File: config.mk
export PLATFORM = sky130hd
export DESIGN_NAME = fifo_ptr_ctrl
export DESIGN_NICKNAME = d
export VERILOG_FILES = /design/src/rtl/fifo_ptr_ctrl.sv
export SDC_FILE = /design/constraint.sdc
export NUM_CORES = 1
export LEC_CHECK = 0
export CAP_MARGIN = 20
export CORE_AREA = 5 5 52 54
export CTS_CLUSTER_DIAMETER = 60
export DETAILED_ROUTE_END_ITERATION = 10
export DIE_AREA = 0 0 57 59
export PLACE_DENSITY = 0.72
export SYNTH_ARGS = -nofsm -noshare
export SYNTH_HDL_FRONTEND = slang
export SYNTH_SLANG_ARGS = --single-unit
File: constraint.sdc
create_clock -name clk -period 2.9 [get_ports clk]
set_clock_uncertainty 0.1 [all_clocks]
set_input_delay 0.58 -clock clk [delete_from_list [all_inputs] [get_ports clk]]
set_output_delay 0.58 -clock clk [all_outputs]
set_load 0.005 [all_outputs]
File: src/rtl/fifo_ptr_ctrl.sv
// Read/write pointer, occupancy and flag controller for a single-clock FIFO around a sync-read dual-port RAM.
// Optional sticky overflow/underflow outputs are compiled in when FIFO_ERR_FLAGS_EN is defined.
module fifo_ptr_ctrl #(
    parameter int K         = 4,
    parameter int FWFT      = 1,
    parameter int AFULL_TH  = 14,
    parameter int AEMPTY_TH = 2
) (
    input  logic         clk,
    input  logic         rst,
    input  logic         wr_en,
    input  logic         rd_en,
    output logic         wr_accept,
    output logic         rd_accept,
    output logic [K-1:0] wr_addr,
    output logic [K-1:0] rd_addr,
    output logic [K:0]   count,
    output logic         full,
    output logic         empty,
    output logic         almost_full,
    output logic         almost_empty
`ifdef FIFO_ERR_FLAGS_EN
    ,
    output logic         overflow,
    output logic         underflow
`endif
);

    localparam logic [K:0] ZERO  = '0;
    localparam logic [K:0] ONE   = {{K{1'b0}}, 1'b1};
    localparam logic [K:0] DEPTH = {1'b1, {K{1'b0}}};
    localparam logic [K:0] AF_TH = AFULL_TH[K:0];
    localparam logic [K:0] AE_TH = AEMPTY_TH[K:0];

    logic [K:0] wr_ptr;
    logic [K:0] rd_ptr;
    logic [K:0] wr_ptr_next;
    logic [K:0] rd_ptr_next;
    logic [K:0] count_next;
    logic       empty_next;

    assign wr_accept   = wr_en & ~full;
    assign rd_accept   = rd_en & ~empty;
    assign wr_ptr_next = wr_ptr + {{K{1'b0}}, wr_accept};
    assign rd_ptr_next = rd_ptr + {{K{1'b0}}, rd_accept};
    assign wr_addr     = wr_ptr[K-1:0];

    always_comb begin
        // NOTE: every always_comb output gets a default first so no latch is inferred.
        count_next = count;
        case ({wr_accept, rd_accept})
            2'b10:   count_next = count + ONE;
            2'b01:   count_next = count - ONE;
            default: count_next = count;
        endcase
    end

    generate
        if (FWFT != 0) begin : g_fwft
            // Look one word ahead on a pop so the RAM output always holds the head entry.
            assign rd_addr = rd_ptr_next[K-1:0];
            // Hold empty for one extra edge after the first write to cover the RAM read latency.
            assign empty_next = (count_next == ZERO) | (count == ZERO);
        end else begin : g_std
            assign rd_addr    = rd_ptr[K-1:0];
            assign empty_next = (count_next == ZERO);
        end
    endgenerate

    always_ff @(posedge clk) begin
        // NOTE: sequential state uses non-blocking assignments so every register samples pre-edge values.
        if (rst) begin
            wr_ptr       <= ZERO;
            rd_ptr       <= ZERO;
            count        <= ZERO;
            full         <= 1'b0;
            empty        <= 1'b1;
            almost_full  <= 1'b0;
            almost_empty <= 1'b1;
        end else begin
            wr_ptr       <= wr_ptr_next;
            rd_ptr       <= rd_ptr_next;
            count        <= count_next;
            full         <= (count_next == DEPTH);
            empty        <= empty_next;
            almost_full  <= (count_next >= AF_TH);
            almost_empty <= (count_next <= AE_TH);
        end
    end

`ifdef FIFO_ERR_FLAGS_EN
    always_ff @(posedge clk) begin
        if (rst) begin
            overflow  <= 1'b0;
            underflow <= 1'b0;
        end else begin
            if (wr_en & full)  overflow  <= 1'b1;
            if (rd_en & empty) underflow <= 1'b1;
        end
    end
`endif

endmodule

# ---- Word-level counts from Yosys, hierarchy flattened
# Index checks and enable logic that the tools add are counted.
dict set report op_classes {
  add_sub_neg 4
  magnitude_cmp 2
  n_eq_ne 3
  muxes 1
  n_bitwise 5
  reduce_logical 2
}
# op n
set ops {}
lappend ops {{5-bit by 1-bit adder with 5-bit output} 2}
lappend ops {{5-bit logical NOT} 2}
lappend ops {{5-bit one-hot mux with 2 select lines} 1}
lappend ops {{5-bit by 1-bit adder with 5-bit output (second input constant)} 1}
lappend ops {{5-bit == test (second input constant)} 1}
lappend ops {{5-bit by 4-bit greater-or-equal comparator with 1-bit output (second input constant)} 1}
lappend ops {{5-bit by 2-bit less-or-equal comparator with 1-bit output (second input constant)} 1}
lappend ops {{5-bit by 1-bit subtractor with 5-bit output (second input constant)} 1}
lappend ops {{1-bit AND} 2}
lappend ops {{2-bit by 1-bit == test with 1-bit output (second input constant)} 1}
lappend ops {{2-bit == test (second input constant)} 1}
lappend ops {{1-bit NOT} 2}
lappend ops {{1-bit bitwise OR} 1}
dict set report word_totals {
  reg_bits 19
  in_bits 4
  out_inout_bits 19
}

# ---- Logic depth before layout (Yosys ltp)
dict set report depth {
  ltp_word 6
  depth_mapped 10
}

# ---- Worst setup path before layout
# No wires, ideal clock.
dict set report synth_path {
  kind {input-to-reg}
  from {input port rd_en}
  to {register almost_full}
  setup_ps 58
  arrival_time_ps 2226
  t_required_ps 2742
  slack_ps 516
  path_stages 10
  cell_sequence {nand2b_4 inv_2 nand2_1 xnor2_1 ha_1 a21oi_1 a21boi_0 or4_1 a221oi_2 o21a_1}
}
dict set report synth_via {
  elab_chain_cells 4
}
# item line
set synth_rtl {}
lappend synth_rtl {{start, declared} 12} ;# input logic rd_en,
lappend synth_rtl {{1-bit AND (*)} 43} ;# assign rd_accept = rd_en & ~empty;
lappend synth_rtl {{net rd_accept} 14} ;# output logic rd_accept,
lappend synth_rtl {{2-bit by 1-bit == test with 1-bit output or 2-bit == test (tied branches)} 51} ;# case ({wr_accept, rd_accept})
lappend synth_rtl {{5-bit one-hot mux with 2 select lines (*)} 51}
lappend synth_rtl {{5-bit by 4-bit greater-or-equal comparator with 1-bit output (*)} 86} ;# almost_full <= (count_next >= AF_TH);
lappend synth_rtl {{end signal, assigned} 86}
lappend synth_rtl {{end, declared} 20} ;# output logic almost_full,
# The timed path passes the listed nets; every way through them passes the cells marked *.
# A chain may end at the register's enable or synchronous reset.

# ---- Final worst setup path
dict set report layout_path {
  from {input port rd_en}
  to {output port rd_addr[1]}
}
dict set report layout_via {
  elab_chain_cells 2
}
# item line
set layout_rtl {}
lappend layout_rtl {{1-bit AND} 43}
lappend layout_rtl {{5-bit by 1-bit adder with 5-bit output} 45} ;# assign rd_ptr_next = rd_ptr + {{K{1'b0}}, rd_accept};
lappend layout_rtl {{end, declared} 16} ;# output logic [K-1:0] rd_addr,
# No other way between the ends.

==> reports/qor.yml <==
fin_ws_ps: 109
crit_start: "rd_en"
drt-initial-drc-count: 7
synth_edf_count: 0
drc: 0
antenna_cells: 0
dpl.hpwl_um: 1400
path_max_fanout: 3
ant_nets: 0
hp-class: "flop to flop"
syn_inst: 83
power_density_nw_per_um2: 581
synthTopCellsByArea: "dfxtp_1, ha_1, xnor2_1, xor2_1, nor2_1"
cts_tree: "built"
grt_pass1_wl_um: 3230
clk_pin_slew_worst_paths_ps: 90
yosysTopAreaCellShare: 0.411
cts_buffer_depth: 2
placedInstanceArea_sq_um: 1140
dp_cells: 140
worstSetupStartpointType: "input port"
min_from: "wr_ptr[3]"
leakage_nw: 0.531
period_share: 0.962
max_slew_margin: 0.679
vias: 715
pre_cts_slack_ps: -59.7
wl_per_cell_um: 12.5
viasPerCell: 4.93
async_flop_share: 0
nFillCells: 210
antenna_found_initial: 0
crit_top_cell: "clkdlybuf4s50_1"
grt_util_all_layers: 0.119
syn_area_per_cell_sq_um: 9.96
tightest_slew_ps: 479
timing.max_cap.violations: 0
netlist_area_sq_um: 827
worstSetupEndpointType: "primary output"
htree_levels: 1
design_area_sq_um: 1180
grt_max_degree: 14
initial_core_util: 0.381
area_growth_pct: 43.1
dieArea_sq_um: 3360
place.port_buffers: 22
fmax_ghz: 0.358
maxSlewViolCount: 0
synth_warnings: 0
fin_crit_ps: 2790
rsz0062_at_grt: "no"
fin_cells: 145
worstSkewPairLatency_ps: 280
firstDrtPassIters: 4
ir_worst_vdd_mv: 0.409
finalHoldViolCount: 0
syn_nets: 92
arrival_ps: 2110
fp.dieH_um: 59
cts_root_buffer: "clkbuf_4"
setup_violations: 0
r2r_start: "empty"
first_global_vias: 732
drive_above_1_share: 0.197
grt-ovfl-total: 0
yosysMostFrequentCell: "dfxtp_1"
outcome: "completed"
cp_data_required_time_ps: 2220
synth.distinct_cells: 32
drt_wl_total_um: 1810
synth-main-ff-cell: "dfxtp_1"
fp.dieW_um: 57
num_rows: 17
crit_path_cell_trace: "clkdlybuf4s50_1 > nand2b_4 > inv_2 > ha_2 > ha_1 > clkdlybuf4s50_1"
nNetsFinal: 127
critPathMaxStageDelay_ps: 500
globalplace.congestion: 0.801
clock-sinks: 17
critPathSlowestCell: "clkdlybuf4s50_1"
synth_largest_area_cell: "dfxtp_1"
ios: 23
synth.top_cells.by_count: "dfxtp_1, nor2_1, ha_1, xnor2_1"
path_class: "input port to primary output"
cts-buffers-inserted: 3
ys_ff_latch: 17
yosysSeqAreaShare: 0.411
core_sq_um: 2170
-- placed cells by master (no fill, tap or decap), drive strengths merged --
master	count
o31a	1
or4	2
ha	5
a221oi	2
nor4b	1
and2	3
a21boi	1
a22oi	1
nand4	1
nand3	2
dlymetal6s2s	1
nor3b	1
clkbuf	4
dlygate4sd2	1
nor3	1
nor2b	3
nor4	1
xor2	4
buf	10
nor2	9
inv	3
o21a	1
nand2b	2
or3	1
xnor2	5
dfxtp	17
mux2i	2
a21oi	4
clkdlybuf4s50	20
a21o	2
o31ai	4
nand2	2
-- cell type report --
class / instances / area [sq um] / area share
tap: 28 / 35.0 / 0.0296
multi-input combinational: 61 / 474 / 0.401
inverter: 3 / 11.3 / 0.00951
timing repair buffer: 32 / 297 / 0.251
clock buffer: 4 / 26.3 / 0.0222
sequential: 17 / 340 / 0.288
-- through the flow --
stage                     TNS [ps]  power (mW)   util  hold slack [ps]
after floorplan                  0       0.442      -              402
after global placement       -99.6       0.563  0.525              398
after detailed placement      -112       0.570  0.525              404
after CTS                        0       0.696  0.540              434
after global routing             0       0.748  0.546              485
final                            0       0.688  0.546              424
-- cells by family after synthesis --
logic type,count (synthesis),share of synthesized area
and+or+nand+nor,29,0.212
DFF,17,0.412
AOI/OAI and AO/OA,16,0.154
xor gates and xnor gates,9,0.0953
buffers and inverters,5,0.0272
adders and majority gates,5,0.0756
muxes,2,0.0242
-- timing repair --
item,4_1_cts,5_1_grt
setup buffers,1,0
endpoints found under the setup margin,1,1
hold buffers,0,0
gates resized for setup,1,3
-- state kept, by name, summed over array words and instances, names as in the netlist --
signal / count
count: 5
rd_ptr: 4
wr_ptr: 4
almost_empty: 1
almost_full: 1
empty: 1
full: 1
-- critical path: cells and delay by family --
family	cells	cell delay [ps]
buffers and inverters	3	990
adder cells (fa/ha/maj)	2	450
AND/OR/NAND/NOR	1	90
-- power by group --
group	switching [mW]	leakage [nW]	internal, mW	total (mW)
combinational	0.118	0.378	0.152	0.270
sequential	0.0310	0.138	0.264	0.295
clock	0.0701	0.0150	0.0534	0.123
total	0.219	0.531	0.469	0.688
-- path summary, 6_finish.rpt --
kind / depth (start not counted) / slack, ps / endpoint
max: 6 / 110 / rd_addr[1]
min: 2 / 420 / wr_ptr[3]
max reg2reg: 10 / 620 / almost_full
min reg2reg: 2 / 420 / wr_ptr[3]
-- layer usage --
| metal | up-vias | share of wire | GRT usage |
|---|---|---|---|
| met5 | - | 0 | 0 |
| met4 | 0 | 0.0044 | 0.0397 |
| met3 | 2 | 0.065 | 0.0305 |
| met2 | 20 | 0.45 | 0.196 |
| met1 | 330 | 0.47 | 0.152 |
| li1 | 363 | - | - |
(Power assumes the default switching activity.)
